**src/rtl/ring_phase_decoder.sv**
```systemverilog
// Checks the ring counter's one-hot phase bus for legal rotate-left advances
// and decodes it to a zone index with step/lap strobes, sticky errors and resync.
module ring_phase_decoder #(
    parameter int WIDTH = 4,
    parameter int CNT_W = 8,
    localparam int IDX_W = (WIDTH > 1) ? $clog2(WIDTH) : 1
) (
    input  logic             clk,
    input  logic             rst,
    input  logic [WIDTH-1:0] phase_in,
    input  logic             clr_err,
    output logic [IDX_W-1:0] idx_out,
    output logic             idx_valid,
    output logic             step_pulse,
    output logic             lap_pulse,
    output logic [CNT_W-1:0] lap_count,
    output logic             err_onehot,
    output logic             err_seq,
    output logic             resync_req
);

    typedef enum logic [1:0] {
        SYNC   = 2'd0,
        LOCKED = 2'd1,
        FAULT  = 2'd2
    } state_t;

    state_t           state;
    logic [WIDTH-1:0] ph_r;
    logic [WIDTH-1:0] prev;
    logic [WIDTH-1:0] succ;
    logic [WIDTH-1:0] bit0;
    logic             legal;

    function automatic logic [IDX_W-1:0] enc(input logic [WIDTH-1:0] v);
        logic [IDX_W-1:0] r;
        r = '0;
        for (int i = 0; i < WIDTH; i++) begin
            if (v[i]) r = IDX_W'(i);
        end
        return r;
    endfunction

    assign legal = (ph_r != '0) && ((ph_r & (ph_r - WIDTH'(1))) == '0);
    assign succ  = {prev[WIDTH-2:0], prev[WIDTH-1]};
    assign bit0  = WIDTH'(1);

    assign idx_valid  = (state == LOCKED);
    assign resync_req = (state == FAULT);

    // Sticky flags: clr_err is applied first so a same-cycle detection wins.
    always_ff @(posedge clk or posedge rst) begin
        if (rst) begin
            state      <= SYNC;
            ph_r       <= '0;
            prev       <= '0;
            idx_out    <= '0;
            step_pulse <= 1'b0;
            lap_pulse  <= 1'b0;
            lap_count  <= '0;
            err_onehot <= 1'b0;
            err_seq    <= 1'b0;
        end else begin
            ph_r       <= phase_in;
            step_pulse <= 1'b0;
            lap_pulse  <= 1'b0;
            if (clr_err) begin
                err_onehot <= 1'b0;
                err_seq    <= 1'b0;
            end
            case (state)
                SYNC: begin
                    if (legal) begin
                        state   <= LOCKED;
                        prev    <= ph_r;
                        idx_out <= enc(ph_r);
                    end
                end
                LOCKED: begin
                    if (ph_r == prev) begin
                        state <= LOCKED;
                    end else if (ph_r == succ) begin
                        prev       <= ph_r;
                        idx_out    <= enc(ph_r);
                        step_pulse <= 1'b1;
                        if (prev[WIDTH-1]) begin
                            lap_pulse <= 1'b1;
                            lap_count <= lap_count + CNT_W'(1);
                        end
                    end else if (!legal) begin
                        err_onehot <= 1'b1;
                        state      <= FAULT;
                    end else begin
                        err_seq <= 1'b1;
                        state   <= FAULT;
                    end
                end
                FAULT: begin
                    if (ph_r == bit0) begin
                        state   <= LOCKED;
                        prev    <= bit0;
                        idx_out <= '0;
                    end
                end
                default: state <= SYNC;
            endcase
        end
    end

endmodule

```
**config.mk**
```make
export PLATFORM = sky130hd
export DESIGN_NAME = ring_phase_decoder
export DESIGN_NICKNAME = d
export VERILOG_FILES = /design/src/rtl/ring_phase_decoder.sv
export SDC_FILE = /design/constraint.sdc
export NUM_CORES = 1
export LEC_CHECK = 0
export BUFFER_PORTS_ARGS = -buffer_cell sky130_fd_sc_hd__buf_2
export CAP_MARGIN = 0
export CORE_UTILIZATION = 48
export DETAILED_ROUTE_END_ITERATION = 10
export GPL_ROUTABILITY_DRIVEN = 0
export HOLD_SLACK_MARGIN = 0.02
export PLACE_DENSITY = 0.74
export REMOVE_ABC_BUFFERS = 1
export SYNTH_ARGS = -nofsm -noshare
export SYNTH_HDL_FRONTEND = slang
export SYNTH_SLANG_ARGS = --single-unit
```
**constraint.sdc**
```tcl
create_clock -name clk -period 1.7 [get_ports clk]
set_input_delay 0.34 -clock clk [delete_from_list [all_inputs] [get_ports clk]]
set_output_delay 0.34 -clock clk [all_outputs]
set_load 0.01 [all_outputs]
```
### Yosys cells after proc, flatten, opt, wreduce, memory -nomap -nowiden

Cells that the tools add are included.

* add/sub/neg operators: 2
* multipliers: 0
* div/mod/pow operators: 0
* order comparisons: 0
* equal/unequal tests: 10
* shift operators: 0
* mux-type cells: 35
* bitwise logic cells: 2
* reductions and logical operators: 8

Operator list (number)
* 2-bit two-way mux: 10
* 1-bit two-way mux: 18
* 4-bit two-way mux: 4
* 2-bit one-hot mux with 3 select lines: 2
* 4-bit one-hot mux with 3 select lines: 1
* 8-bit by 1-bit adder with 8-bit output, second input constant: 1
* 4-bit equality test: 2
* 5-bit AND reduction: 1
* 4-bit bitwise AND: 1
* 4-bit by 1-bit equality test with 1-bit output, second input constant: 1
* 4-bit logical NOT: 1
* 2-bit by 1-bit != test with 1-bit output, second input constant: 2
* 2-bit != test, second input constant: 2
* 4-bit AND reduction: 1
* 4-bit nonzero test: 1
* 4-bit by 1-bit subtractor with 4-bit output, second input constant: 1
* 3-bit != test, second input constant: 1
* 3-bit AND reduction: 1
* 3-bit nonzero test: 1
* 2-bit by 1-bit equality test with 1-bit output, second input constant: 1
* 2-bit equality test, second input constant: 1
* 2-bit logical NOT: 1
* 1-bit logical AND: 1
* 1-bit inverter: 1

* register bits: 24
* bits in latches: 0
* RAM bits: 0
* ROM bits: 0
* output and inout port bits: 16
* logic and storage cells: 66
* memories: 0

### Logic depth before layout (Yosys ltp)

* depth after elaboration: 8
* depth in mapped cells: 6
* gate-level depth less buffers: 5

### Worst setup path before layout

OpenSTA, ideal clock, no wires.

* path type: register -> register
* from: register ph_r[2]
* to: register prev[0]
* setup time: 0.124 ns
* arrival: 1.600 ns
* required time: 1.576 ns
* slack: -0.024 ns
* stages on the path, launching flop included: 7
* buffers on the path: 1
* period minus slack after synthesis: 1.724 ns
* cell sequence: dfrtp_1 > buf_6 > xor2_2 > o41ai_4 > nor2_2 > or3_1 > o31a_1

* cells in the longest elaborated chain, start to end: 6
* elaborated cells on any way between the ends: 13
* classes of those cells: 1 x add/sub; 7 x eq/ne; 1 x bitwise; 4 x reduce/logical

RTL lines
* start, declared: RTL line 29 `logic [WIDTH-1:0] ph_r;`
* start signal, assigned: RTL line 64 `ph_r <= phase_in;`
* 4-bit by 1-bit subtractor with 4-bit output: RTL line 44 `assign legal = (ph_r != '0) && ((ph_r & (ph_r - WIDTH'(1))) == '0);`
* 4-bit bitwise AND: RTL line 44
* 4-bit logical NOT: RTL line 44
* 1-bit logical AND: RTL line 44
* 2-bit != test (no line)
* 5-bit AND reduction (no line) (*)
* end signal, assigned: RTL line 75 `prev <= ph_r;`
* end signal, assigned: RTL line 83 `prev <= ph_r;`
* end signal, assigned: RTL line 101 `prev <= bit0;`
* end, declared: RTL line 30 `logic [WIDTH-1:0] prev;`

Mark *: on every way between the ends. The rest lies on a longest branch, timed or not.
A chain may end at the register's enable or synchronous reset.

### Worst setup path after layout

* from: register prev[3]
* to: register prev[0]

* cells in the longest elaborated chain, start to end: 3
* elaborated cells on any way between the ends: 5
* classes of those cells: 4 x eq/ne; 1 x reduce/logical

RTL lines (RTL line)
* 4-bit equality test, on equally long branches: 82, 80
* 2-bit by 1-bit != test with 1-bit output (no line) or 2-bit != test (tied branches)
* 5-bit AND reduction (no line) (*)

Marks and branches as above.

==> impl_metrics.yaml <==
synthesis:
  synth_area_per_cell_um2: 11.1
  syn_area_um2: 1180
  yosysSeqAreaShare_pct: 50.9
  synthCells: 106
  synth_seq_cells: 24
  synth_top_cell_by_area: "dfrtp_1"
  ys_types: 32
  synth.area.top_cells: "dfrtp_1 51%, xnor2_1 7.4%, mux2i_1 4.2%"
  yosysWarningCount: 0
  yosysTopAreaCellShare_pct: 50.9
setup_path:
  reg2reg_from: "prev[3]$_DFFE_PP0P_"
  cp_data_required_time_ns: 1.90
  max_stage_delay_ns: 0.43
  regToRegSetupSlack_ns: -0.1
  r2r_cells: 6
  cp_slowest_cell: "dfrtp_1"
  critPathLaunchType: "flop"
  worstPathCellList: "xor2_2 > o41ai_4 > buf_4 > nor2_4 > or3_1 > o31a_1"
  end_kind: "flop"
  crit_fanout: 3
  r2r_end: "prev[0]$_DFFE_PP0P_"
  crit_start: "prev[3]$_DFFE_PP0P_"
  path_class: "flop to flop"
  crit_arrival_ns: 2.00
detailed_routing:
  met1Wirelength_um: 1110
  viasPerCell: 4.94
  wl_met3_um: 82
  drtIter0Drc: 9
  drc: 0
  post_drt_wl_per_cell_um: 13.3
  ant_nets: 0
  routed.top_layer: "met3"
  finalWirelength_um: 2310
  route.met2.wl_um: 1110
  dr_total_vias: 854
  first_pass_iters: 4
run_status:
  outcome: "finished, violations left"
  violations: "negative setup slack"
power_and_ir_drop:
  power_frac_seq_pct: 44.9
  power_switching_uw: 607
  clkPwrFrac_pct: 14.1
  power.density_nw_per_um2: 1150
  power_mw: 1.72
  p_comb_share_pct: 41.1
  ir_drop_mv: 0.871
  leakage_nw: 0.784
  sw_frac_of_total_pct: 35.3
  p_int_mw: 1.11
final_layout:
  nets: 155
  final_core_util_pct: 66.3
  fill_cells: 184
  regArea_um2: 602
  n_antenna_cell: 0
  multi_input_area_um2: 552
  final_cell_mix: "23 x buf_2, 23 x dfrtp_1, 15 x buf_4"
  final_layout_size_suffix_gt1_share_pct: 37.2
  syn2layout_area_growth_pct: 26.7
clocking:
  cts_root_buf: "clkbuf_4"
  htreeDepth: 1
  cts_buffers: 3
  clk_latency_ns: 0.31
  cts_buffer_depth: 2
  cts.sinks: 24
  hold_buffers: 0
  cts_tree: "done"
  path_clk_slew_ns: 0.13
placed_design:
  io_buffers: 22
  dpl.hpwl_um: 1640
  dp_slack_ns: -0.0862
run:
  max-cap-violations: 0
timing:
  worst_slew_pin_slew_ns: 0.378
  setup_slack_ns: -0.0984
  rsz0062_at_grt: "yes"
  post-route-period-util_pct: 106
  hold_viol: 0
  worst_clock_skew_ns: 0.00962
  drv_slew: 0
  fin_hold_ws_ns: 0.0393
  fmax_ghz: 0.556
  finalSetupViolCount: 9
  final.min_clock_period_ns: 1.80
  slew-limit-headroom_pct: 74.6
global_routing:
  overflow: 0
  grt_max_degree: 25
  grtUsageTotal_pct: 19.3
  grt_pass1_vias: 822
  grt_pass1_wl_um: 3680
  antenna_found_initial: 0
floorplan:
  initial_core_util_pct: 52.3
  rows: 17
  io_pins: 23
  core_area_um2: 2250
  dieWidth_um: 51.6
  die_y_um: 51.6
  design.die.area_um2: 2660
worst_hold_path:
  min_path_type: "input port to asynchronous set/reset pin"
==> cells in the mapped netlist (all sizes together) <==
cell type   n
dfrtp      24
xnor2      10
inv         9
nand2       9
o21ai       6
mux2i       5
nor2b       5
xor2        5
buf         4
nand4       4
nor2        4
and3        3
nand2b      3
nor3        3
a21oi       1
and2b       1
ha          1
mux2        1
nor3b       1
nor4        1
nor4b       1
o22ai       1
o31a        1
o31ai       1
o41ai       1
or3         1
==> metal layers <==
metal	GRT usage, %	up-vias
met5	0	-
met4	6.76	0
met1	26.1	403
met2	31.2	22
li1	-	429
met3	3.51	0
==> power by group through the flow <==
stage | clock [mW] | combinational (mW) | sequential [mW]
after floorplan | 0 | 0.345 | 0.805
after global placement | 0 | 0.618 | 0.764
after detailed placement | 0 | 0.624 | 0.776
after CTS | 0.254 | 0.643 | 0.765
after global routing | 0.278 | 0.773 | 0.777
final | 0.241 | 0.705 | 0.771
==> what timing repair did <==
action | in CTS | in global routing
pin swaps | 3 | 6
endpoints found under the setup margin | 10 | 17
cloned | 0 | 1
buffers inserted | 3 | 1
gates resized for setup | 1 | 9
==> per-stage QoR <==
step | cells | instance area [um2] | setup TNS, ns
after floorplan | 102 | 1150 | -0.0750
after CTS | 171 | 1440 | -0.460
after global placement | 165 | 1390 | -0.110
final | 173 | 1500 | -0.450
after detailed placement | 165 | 1390 | -0.291
after global routing | 173 | 1500 | -1.61
==> cells by family after synthesis <==
kind of cell / Yosys count / synth area share, %
xor gates and xnor gates: 15 / 11.8
AOI/OAI and AO/OA: 11 / 7.21
buffers and inverters: 13 / 5.62
DFF: 24 / 50.9
adders and majority gates: 1 / 1.06
and+or+nand+nor: 36 / 18.2
muxes: 6 / 5.20
==> how the worst max path moves through the flow <==
stage | end | slack, ns | depth (start not counted)
4_1_cts | prev[0]$_DFFE_PP0P_ | -0.08 | 6
2_1_floorplan | prev[0]$_DFFE_PP0P_ | -0.08 | 5
3_3_place_gp | prev[0]$_DFFE_PP0P_ | -0.07 | 7
3_5_place_dp | prev[0]$_DFFE_PP0P_ | -0.09 | 7
6_report | prev[0]$_DFFE_PP0P_ | -0.1 | 6
5_1_grt | lap_count[4]$_DFFE_PP0P_ | -0.17 | 7
==> sequential cells by signal, summed over array words and instances (netlist names) <==
| name | count |
|---|---|
| err_onehot | 1 |
| err_seq | 1 |
| idx_out | 2 |
| lap_count | 8 |
| lap_pulse | 1 |
| ph_r | 4 |
| prev | 4 |
| state | 2 |
| step_pulse | 1 |
==> area by class of cell <==
type                            count  share of cell area, %
Tap cell                           28                   2.34
Inverter                            9                   2.26
Clock buffer                        3                   1.51
Timing Repair Buffer               40                   16.7
Multi-Input combinational cell     69                   36.9
Sequential cell                    24                   40.3
==> worst max-delay path: cells and delay by family, from the launching register on <==
kind / cells / cell delay, ns
buf+inv: 1 / 0.19
flops: 1 / 0.43
compound gates: 2 / 0.49
xor+xnor: 1 / 0.20
simple gates: 2 / 0.37
No activity file was read; power rests on OpenSTA's default activity.
